===== src/rtl/ac_mem_sequencer.sv =====
// Operand-fetch sequencer between address calculation and execute: issues up to three
// ordered reads (src1, src2, dest) over one memory read port and hands the set to execute.
module ac_mem_sequencer #(
    parameter int unsigned ADDR_W = 64,
    parameter int unsigned DATA_W = 64
) (
    input  logic              clk,
    input  logic              reset,
    input  logic              acValidIn,
    input  logic              isMemoryAccessSrc1In,
    input  logic              isMemoryAccessSrc2In,
    input  logic              isMemoryAccessDestIn,
    input  logic [ADDR_W-1:0] memoryAddressSrc1In,
    input  logic [ADDR_W-1:0] memoryAddressSrc2In,
    input  logic [ADDR_W-1:0] memoryAddressDestIn,
    input  logic              flushIn,
    output logic              stallOut,
    output logic              memReqOut,
    output logic [ADDR_W-1:0] memAddrOut,
    input  logic              memAckIn,
    input  logic [DATA_W-1:0] memDataIn,
    output logic              opValidOut,
    output logic [DATA_W-1:0] src1DataOut,
    output logic [DATA_W-1:0] src2DataOut,
    output logic [DATA_W-1:0] destDataOut,
    input  logic              readyIn,
    output logic [31:0]       readCountOut
);

    localparam int unsigned CNT_W = 32;

    typedef enum logic [2:0] {IDLE, RD_SRC1, RD_SRC2, RD_DEST, DONE} state_e;

    state_e            state_q, state_d;
    logic [2:0]        flags_q;  // bit 0 src1, bit 1 src2, bit 2 dest
    logic [ADDR_W-1:0] src1_addr_q, src2_addr_q, dest_addr_q;
    logic [DATA_W-1:0] src1_data_q, src2_data_q, dest_data_q;
    logic [CNT_W-1:0]  count_q;
    logic [2:0]        flags_in;
    logic              accept;
    logic              ack_ok;

    // First pending read in fixed order, DONE when nothing is left
    function automatic state_e first_rd(input logic [2:0] f);
        if (f[0])      return RD_SRC1;
        else if (f[1]) return RD_SRC2;
        else if (f[2]) return RD_DEST;
        else           return DONE;
    endfunction

    assign flags_in = {isMemoryAccessDestIn, isMemoryAccessSrc2In, isMemoryAccessSrc1In};
    assign accept   = acValidIn && !flushIn
                      && (state_q == IDLE || (state_q == DONE && readyIn));
    assign ack_ok   = memAckIn && !flushIn
                      && (state_q == RD_SRC1 || state_q == RD_SRC2 || state_q == RD_DEST);

    always_ff @(posedge clk or posedge reset) begin
        if (reset) begin
            state_q <= IDLE;
        end else begin
            state_q <= state_d;
        end
    end

    always_comb begin
        state_d = state_q;
        if (flushIn) begin
            state_d = IDLE;
        end else begin
            case (state_q)
                IDLE:    state_d = accept ? first_rd(flags_in) : IDLE;
                RD_SRC1: if (memAckIn) state_d = first_rd(flags_q & 3'b110);
                RD_SRC2: if (memAckIn) state_d = first_rd(flags_q & 3'b100);
                RD_DEST: if (memAckIn) state_d = DONE;
                DONE:    if (readyIn) state_d = accept ? first_rd(flags_in) : IDLE;
                default: state_d = IDLE;
            endcase
        end
    end

    // Operand latches, read data capture and completed-read counter
    always_ff @(posedge clk or posedge reset) begin
        if (reset) begin
            flags_q     <= '0;
            src1_addr_q <= '0;
            src2_addr_q <= '0;
            dest_addr_q <= '0;
            src1_data_q <= '0;
            src2_data_q <= '0;
            dest_data_q <= '0;
            count_q     <= '0;
        end else if (accept) begin
            flags_q     <= flags_in;
            src1_addr_q <= memoryAddressSrc1In;
            src2_addr_q <= memoryAddressSrc2In;
            dest_addr_q <= memoryAddressDestIn;
            src1_data_q <= '0;
            src2_data_q <= '0;
            dest_data_q <= '0;
        end else if (ack_ok) begin
            count_q <= count_q + CNT_W'(1);
            case (state_q)
                RD_SRC1: src1_data_q <= memDataIn;
                RD_SRC2: src2_data_q <= memDataIn;
                RD_DEST: dest_data_q <= memDataIn;
                default: ;
            endcase
        end
    end

    // Outputs decoded from registered state; stall also sees readyIn
    always_comb begin
        memReqOut    = 1'b0;
        memAddrOut   = '0;
        opValidOut   = 1'b0;
        stallOut     = 1'b1;
        src1DataOut  = src1_data_q;
        src2DataOut  = src2_data_q;
        destDataOut  = dest_data_q;
        readCountOut = count_q;
        case (state_q)
            IDLE:    stallOut = 1'b0;
            RD_SRC1: begin memReqOut = 1'b1; memAddrOut = src1_addr_q; end
            RD_SRC2: begin memReqOut = 1'b1; memAddrOut = src2_addr_q; end
            RD_DEST: begin memReqOut = 1'b1; memAddrOut = dest_addr_q; end
            DONE:    begin opValidOut = 1'b1; stallOut = !readyIn; end
            default: ;
        endcase
    end

endmodule


===== config.mk =====
export PLATFORM = sky130hd
export DESIGN_NAME = ac_mem_sequencer
export DESIGN_NICKNAME = d
export VERILOG_FILES = /design/src/rtl/ac_mem_sequencer.sv
export SDC_FILE = /design/constraint.sdc
export NUM_CORES = 1
export LEC_CHECK = 0
export ABC_CLOCK_PERIOD_IN_PS = 27300
export CAP_MARGIN = 10
export CORE_AREA = 4 4 217 219
export CTS_CLUSTER_SIZE = 28
export DETAILED_ROUTE_END_ITERATION = 8
export DIE_AREA = 0 0 221 223
export GPL_TIMING_DRIVEN = 1
export PLACE_DENSITY_LB_ADDON = 0.25
export SETUP_SLACK_MARGIN = 0.05
export SLEW_MARGIN = 20
export SYNTH_ARGS = -nofsm -noshare
export SYNTH_HDL_FRONTEND = slang
export SYNTH_SLANG_ARGS = --single-unit

===== constraint.sdc =====
create_clock -name clk -period 27.3 [get_ports clk]
set_clock_uncertainty 0.1 [all_clocks]
set_input_delay 5.46 -clock clk [delete_from_list [all_inputs] [get_ports clk]]
set_output_delay 5.46 -clock clk [all_outputs]
set_load 0.02 [all_outputs]

# --- After elaboration in Yosys (flattened, before gate mapping) ---
# Cells that the tools add are included.
word_totals:
  regBits: 422
  input_bits: 265
  word_cells: 65
op_classes:
  addsub: 1
  n_eq_ne: 8
  mux: 25
  bitwise: 1
  n_reduce_logical: 21
ops:
  columns: ["cell", "n"]
  rows:
  - ["two-way mux 64 bit", 9]
  - ["case mux 64 bit (3 select lines)", 1]
  - ["two-way mux 3 bit", 11]
  - ["adder 32 x 1 -> 32 bit (second input constant)", 1]
  - ["case mux 3 bit (5 select lines)", 1]
  - ["!= test 3 bit (second input constant)", 4]
  - ["AND reduction 2 bit", 4]
  - ["nonzero test 2 bit", 4]
  - ["equality test 3 x 2 -> 1 bit (second input constant)", 2]
  - ["logical AND 1 bit", 5]
  - ["AND reduction 4 bit", 1]
  - ["equality test 3 x 1 -> 1 bit (second input constant)", 1]
  - ["equality test 3 bit (second input constant)", 1]
  - ["zero test 3 bit", 1]
  - ["logical OR 1 bit", 3]
  - ["OR reduction 3 bit", 1]
  - ["zero test 1 bit", 2]
  - ["two-way mux 1 bit", 2]
  - ["case mux 1 bit (2 select lines)", 1]
  - ["NOT 1 bit", 1]

# --- Longest topological paths before layout ---
# Gate-level depths: netlist of the first run.
depth:
  depth_word: 8
  depth_mapped: 9
  mapped_depth_nobuf: 5

# --- Least setup slack after synthesis of the first run ---
# No wires, ideal clock.
synth_timing:
  kind: "input-to-output"
  startpoint: "in readyIn"
  endpoint: "out stallOut"
  t_arrival_ns: 5.833
  slack_ns: 15.907
  path_stages: 1
  n_path_buf: 0
  cell_sequence: "o21ai_1"
synth_between:
  elab_chain_len: 2
synth_rtl:
  columns: ["element", "line", "text"]
  rows:
  - ["start: declaration", "26", "input logic readyIn,"]
  - ["zero test 1 bit", "126", "DONE: begin opValidOut = 1'b1; stallOut = !readyIn; end"]
  - ["case mux 1 bit (2 select lines)", "121", "case (state_q)"]
  - ["end: declaration", "17", "output logic stallOut,"]
# Every way passes these cells.

# --- Final worst setup path of the first run ---
# Ends and elaborated chain as after synthesis.

==> run_results.csv, run 1 <==
group,metric,value,unit
status,status,"complete, no violations",
grt,antenna_found_initial,6,
layout,final_nets,2784,
die,core_area,45090,sq um
power_and_ir_drop,p_comb_share,25.8,%
sta,maxSlewHeadroom,27.05,%
route,routed_wl,61.86,mm
clock_tree,cts_buffers,46,
yosys,ys_async_sr_fraction,100.0,%
grt,grt_max_degree,145,
die,io_pins,556,
sta,rsz0062_at_grt,"false",
placement,dp_hpwl,41.73,mm
yosys,synth_edf_count,0,
sta,drv_slew,0,
route,ant_nets,0,
critical_path,critPathMaxFanout,3,
clock_tree,ctsLongestPathBuffers,3,
clock_tree,cts-root-buf,"clkbuf_16",
sta,final_hold_viol_count,0,
power_and_ir_drop,p_int,1.352,mW
yosys,syn_area,17990,sq um
clock_tree,cts.sinks,421,
power_and_ir_drop,seq_power_share,42.4,%
critical_path,cp.arrival,7.01,ns
layout,nFillCells,4079,
layout,register_area,10540,sq um
critical_path,end_kind,"output port",
yosys,synth_largest_area_cell,"dfrtp_1",
critical_path,critPathKind,"input pin to output port",
yosys,synth-seq-cells,421,
layout,areaGrowthSynthToFinish,41.45,%
power_and_ir_drop,switchingPower,0.6199,mW
critical_path,crit_start,"readyIn",
power_and_ir_drop,switching_share,31.44,%
placement,routabilityCongestion,0.8818,
sta,period_share,46.06,%
yosys,ys_seq_area_share,58.55,%
die,dieArea,49280,sq um
placement,numPortBuffers,555,
clock_tree,cts_hold_buffers,0,
layout,multi_input_area,6868,sq um
clock_tree,clk_pin_slew_worst_paths,0.06,ns
die,die_h,223,um
die,die_w,221,um
yosys,yosys_warnings,0,
layout,final_cell_mix,"979 x nand2_1, 555 x clkdlybuf4s50_1, 418 x dfrtp_1",
clock_tree,cts_setup_buffers,0,
yosys,netlist_top_cells_area,"dfrtp_1 59%, nand2_1 20%, a21oi_1 5.5%",
grt,grt_overflow_total,0,
power_and_ir_drop,p_per_area,77.46,nW/um^2
sta,final.setup.tns,0,ns
critical_path,r2r_start,"state_q[1]",
route,viasPerCell,5.107,
clock_tree,cts_tree,"yes",
yosys,synthCells,2031,
route,first_pass_iters,5,
sta,setup_viol,0,
route,drc,0,
grt,grt_pass1_vias,16240,
sta,worst_slew_pin_slew,1.094,ns
route,vias,16110,
yosys,syn-num-nets,2297,
layout,layout_commonest_cell,"nand2_1",
grt,grt_usage,24.09,%
power_and_ir_drop,p_clk_share,31.8,%
clock_tree,clkLatencyLatePin,0.57,ns
die,row_count,78,
yosys,synth_cell_types,35,
yosys,avgSynthCellArea,8.859,sq um
sta,fmax,79.53,MHz
route,drt_iter0_markers,1384,
die,start_util,39.90,%
hold_path,holdCritPathClass,"flop to flop",
yosys,synth_flop_cell,"dfrtp_1",
run,maxCapViolations,0,
layout,drive_gt1_share,6.784,%
power_and_ir_drop,p_leak,11.49,nW
critical_path,required,21.74,ns
critical_path,start_kind,"input pin",
clock_tree,h-tree-depth,2,
power_and_ir_drop,ir_worst_vdd,0.00004907,V
route,post_drt_wl_per_cell,19.61,um
sta,min_period,12.57,ns
grt,grt_pass1_wl,95.26,mm
power_and_ir_drop,power.total,1.971,mW
clock_tree,postCtsResizedCells,0,
hold_path,worstHoldStart,"readCountOut[31]",
yosys,yosysTopAreaCellShare,58.55,%
[synth_stat cells (all sizes together) (2+ instances only)]
cell / instances
nand2: 981
dfrtp: 421
a21oi: 196
buf: 85
nor2: 76
mux2: 65
a22oi: 64
clkbuf: 51
xnor2: 23
and3: 9
nand3: 9
xor2: 8
nand4: 6
inv: 5
o21ai: 5
nor2b: 4
nor3: 4
a22o: 3
and2: 3
and4: 2
nor3b: 2
o32ai: 2
[layout make-up]
class | instances | share of cell area [%]
timing repair buffer | 575 | 22.58
tap | 600 | 2.950
clock inverter | 11 | 0.5850
antenna | 5 | 0.04916
multi-input combinational | 1469 | 26.98
inverter | 5 | 0.1032
clock buffer | 69 | 5.334
sequential | 421 | 41.42
[through the flow]
stage          util (%)  cell area [sq um]  hold slack (ns)  worst slack [ns]  cells
4_1_cts           56.30              25380           0.3720             14.72   3148
5_1_grt           56.43              25440           0.3918             14.72   3152
3_5_place_dp      52.96              23880           0.3572             14.74   3068
2_1_floorplan         -              17990           0.3401             10.02   2031
3_3_place_gp      52.94              23870           0.3515             14.78   3068
6_report          56.45              25450           0.3687             14.73   3155
[critical path, cell delays in order]
cell and delay, ns:
clkdlybuf4s50_1 0.45, o21ai_1 0.38, clkdlybuf4s50_1 0.73
[worst paths after layout]
| check | endpoint | slack, ns | depth (start not counted) |
|---|---|---|---|
| setup / recovery | stallOut | 14.73 | 3 |
| hold reg to reg | readCountOut[31] | 0.37 | 1 |
| setup reg to reg | src1DataOut[0] | 22.69 | 7 |
| max in group asynchronous | readCountOut[26] | 19.34 | 5 |
| min in group asynchronous | destDataOut[56] | 5.16 | 2 |
| hold / removal | readCountOut[31] | 0.37 | 1 |
[sequential cells by signal (all words and copies together) (netlist names)]
register and count:
src2_addr_q 64, readCountOut 32, destDataOut 64, src2DataOut 64, src1_addr_q 64, flags_q 2
state_q 3, dest_addr_q 64, src1DataOut 64
[cell families (layout without fill, tap and decap cells)]
| family | after synthesis | count (layout) | synth area share, % |
|---|---|---|---|
| AND/OR/NAND/NOR | 1100 | 1100 | 23.73 |
| flip-flops | 421 | 421 | 58.55 |
| AO/OA/AOI/OAI | 272 | 272 | 8.595 |
| buffers and inverters | 141 | 660 | 3.477 |
| multiplexers | 65 | 65 | 4.068 |
| XOR/XNOR | 31 | 31 | 1.509 |
| adder cells (fa/ha/maj) | 1 | 1 | 0.06953 |
| other | 0 | 5 | 0 |
[layer usage]
metal / wire length, um / GRT usage (%) / up-vias
met5: 22 / 0 / -
met4: 1906 / 6.865 / 4
met3: 4833 / 6.763 / 110
met2: 29690 / 40.04 / 642
met1: 25410 / 31.12 / 7880
li1: - / - / 7476
[power groups by stage]
stage	sequential [mW]	combinational (mW)	clock, mW
6_report	0.836	0.509	0.627
5_1_grt	0.852	0.557	0.664
4_1_cts	0.835	0.512	0.638
3_5_place_dp	0.845	0.509	0
3_3_place_gp	0.838	0.500	0
2_1_floorplan	0.851	0.276	0
Power figures use the tool's default switching activity.
==> run 2, diff against run 1 <==
--- a/config.mk
+++ b/config.mk
@@ -5,12 +5,12 @@
 export SDC_FILE = /design/constraint.sdc
 export NUM_CORES = 1
 export LEC_CHECK = 0
-export ABC_CLOCK_PERIOD_IN_PS = 27300
+export ABC_CLOCK_PERIOD_IN_PS = 12800
 export CAP_MARGIN = 10
-export CORE_AREA = 4 4 217 219
+export CORE_AREA = 4 4 213 215
 export CTS_CLUSTER_SIZE = 28
 export DETAILED_ROUTE_END_ITERATION = 8
-export DIE_AREA = 0 0 221 223
+export DIE_AREA = 0 0 217 219
 export GPL_TIMING_DRIVEN = 1
 export PLACE_DENSITY_LB_ADDON = 0.25
 export SETUP_SLACK_MARGIN = 0.05
==> constraint.sdc (replaced) <==
create_clock -name clk -period 12.8 [get_ports clk]
set_clock_uncertainty 0.1 [all_clocks]
set_input_delay 2.56 -clock clk [delete_from_list [all_inputs] [get_ports clk]]
set_output_delay 2.56 -clock clk [all_outputs]
set_load 0.02 [all_outputs]
==> run 2 against run 1 <==
Effect of this change:
- sequential cell count did not move
- sequential power rose by 120%
- critical path depth did not move
- clock-buffer cell count rose by 5
- via count fell by 0.59%
==> run_results.csv, run 2 (synthesis gave the netlist of run 1 again) <==
group,metric,value,unit
status,status,"complete, no violations",
power_and_ir_drop,p_int,2.855,mW
power_and_ir_drop,seq_power_share,43.2,%
hold_path,holdCritPathClass,"flop to flop",
sta,worst_slew_pin_slew,1.140,ns
die,die_w,217,um
die,start_util,41.14,%
layout,layout_commonest_cell,"nand2_1",
sta,rsz0062_at_grt,"false",
clock_tree,clk_pin_slew_worst_paths,0.06,ns
die,die_h,219,um
layout,drive_gt1_share,6.701,%
grt,grt_max_degree,228,
route,post_drt_wl_per_cell,19.47,um
clock_tree,cts-root-buf,"clkbuf_16",
route,ant_nets,0,
clock_tree,cts_setup_buffers,0,
power_and_ir_drop,p_comb_share,25.6,%
grt,grt_overflow_total,0,
clock_tree,h-tree-depth,2,
clock_tree,cts.sinks,421,
clock_tree,cts_hold_buffers,0,
die,core_area,43740,sq um
critical_path,end_kind,"output port",
route,first_pass_iters,5,
layout,areaGrowthSynthToFinish,41.22,%
clock_tree,postCtsResizedCells,0,
die,dieArea,47520,sq um
power_and_ir_drop,switching_share,31.32,%
power_and_ir_drop,power.total,4.156,mW
clock_tree,clkLatencyLatePin,0.57,ns
clock_tree,cts_buffers,45,
power_and_ir_drop,p_per_area,163.6,nW/um^2
critical_path,required,10.14,ns
run,maxCapViolations,0,
sta,maxSlewHeadroom,24.00,%
sta,period_share,52.30,%
grt,antenna_found_initial,17,
grt,grt_pass1_vias,15940,
sta,min_period,6.694,ns
critical_path,cp.arrival,4.03,ns
placement,numPortBuffers,555,
die,row_count,77,
route,vias,16020,
placement,routabilityCongestion,0.8480,
sta,drv_slew,0,
critical_path,start_kind,"input pin",
power_and_ir_drop,ir_worst_vdd,0.0001004,V
power_and_ir_drop,switchingPower,1.302,mW
route,drt_iter0_markers,1532,
sta,final.setup.tns,0,ns
route,drc,0,
power_and_ir_drop,p_leak,11.46,nW
route,routed_wl,61.44,mm
sta,final_hold_viol_count,0,
sta,setup_viol,0,
route,viasPerCell,5.077,
critical_path,critPathMaxFanout,3,
grt,grt_usage,25.10,%
sta,fmax,149.4,MHz
critical_path,critPathKind,"input pin to output port",
grt,grt_pass1_wl,93.90,mm
placement,dp_hpwl,41.49,mm
clock_tree,ctsLongestPathBuffers,3,
power_and_ir_drop,p_clk_share,31.2,%
die,io_pins,556,
clock_tree,cts_tree,"yes",
layout,final_cell_mix,"979 x nand2_1, 555 x clkdlybuf4s50_1, 418 x dfrtp_1",
layout,final_nets,2781,
## run 2: final cells by class
type | instances | area (sq um)
Clock inverter | 10 | 81.33
Antenna cell | 11 | 27.53
Fill cell | 3964 | 18330
Sequential cell | 421 | 10540
Timing Repair Buffer | 573 | 5728
Clock buffer | 74 | 1398
Inverter | 5 | 22.52
Multi-Input combinational cell | 1469 | 6868
Tap cell | 592 | 740.7
## run 2: stage by stage
stage | hold WS [ns] | util, % | cell area [sq um] | instances | setup slack [ns]
floorplan | 0.3401 | - | 18000 | 2031 | 4.461
global placement | 0.3517 | 54.59 | 23880 | 3059 | 6.145
detailed placement | 0.3563 | 54.59 | 23880 | 3059 | 6.135
CTS | 0.3710 | 57.97 | 25360 | 3143 | 6.120
global route | 0.3861 | 58.08 | 25400 | 3152 | 6.026
finish | 0.3681 | 58.09 | 25410 | 3155 | 6.106
## run 2: path summary, 6_finish.rpt
path | slack (ns) | end | depth (start not counted) | start
max | 6.11 | stallOut | 3 | readyIn
min | 0.37 | dest_addr_q[34] | 2 | dest_addr_q[34]
max reg2reg | 8.59 | state_q[1] | 7 | state_q[1]
min reg2reg | 0.37 | dest_addr_q[34] | 2 | dest_addr_q[34]
max in group asynchronous | 8.27 | src1_addr_q[11] | 4 | reset
min in group asynchronous | 2.26 | src1_addr_q[6] | 2 | reset
## run 2: power groups by stage
stage / registers, mW / clock network (mW) / logic, mW
after floorplan: 1.82 / 0 / 0.589
after global placement: 1.80 / 0 / 1.05
after detailed placement: 1.82 / 0 / 1.07
after CTS: 1.80 / 1.33 / 1.07
after global routing: 1.83 / 1.38 / 1.17
final: 1.80 / 1.30 / 1.06
## run 2: layer usage
metal  GRT usage [%]  share of wire, %  vias to the layer above
met3           8.779               9.2                      128
met5               0              0.14                        -
met1           31.24                40                     7797
li1                -                 -                     7473
met4           10.32               3.9                       12
met2           40.19                47                      607
## run 2: critical path, cell delays in order
cell and delay (ns):
clkdlybuf4s50_1 0.49, o21ai_1 0.31, clkdlybuf4s50_1 0.67
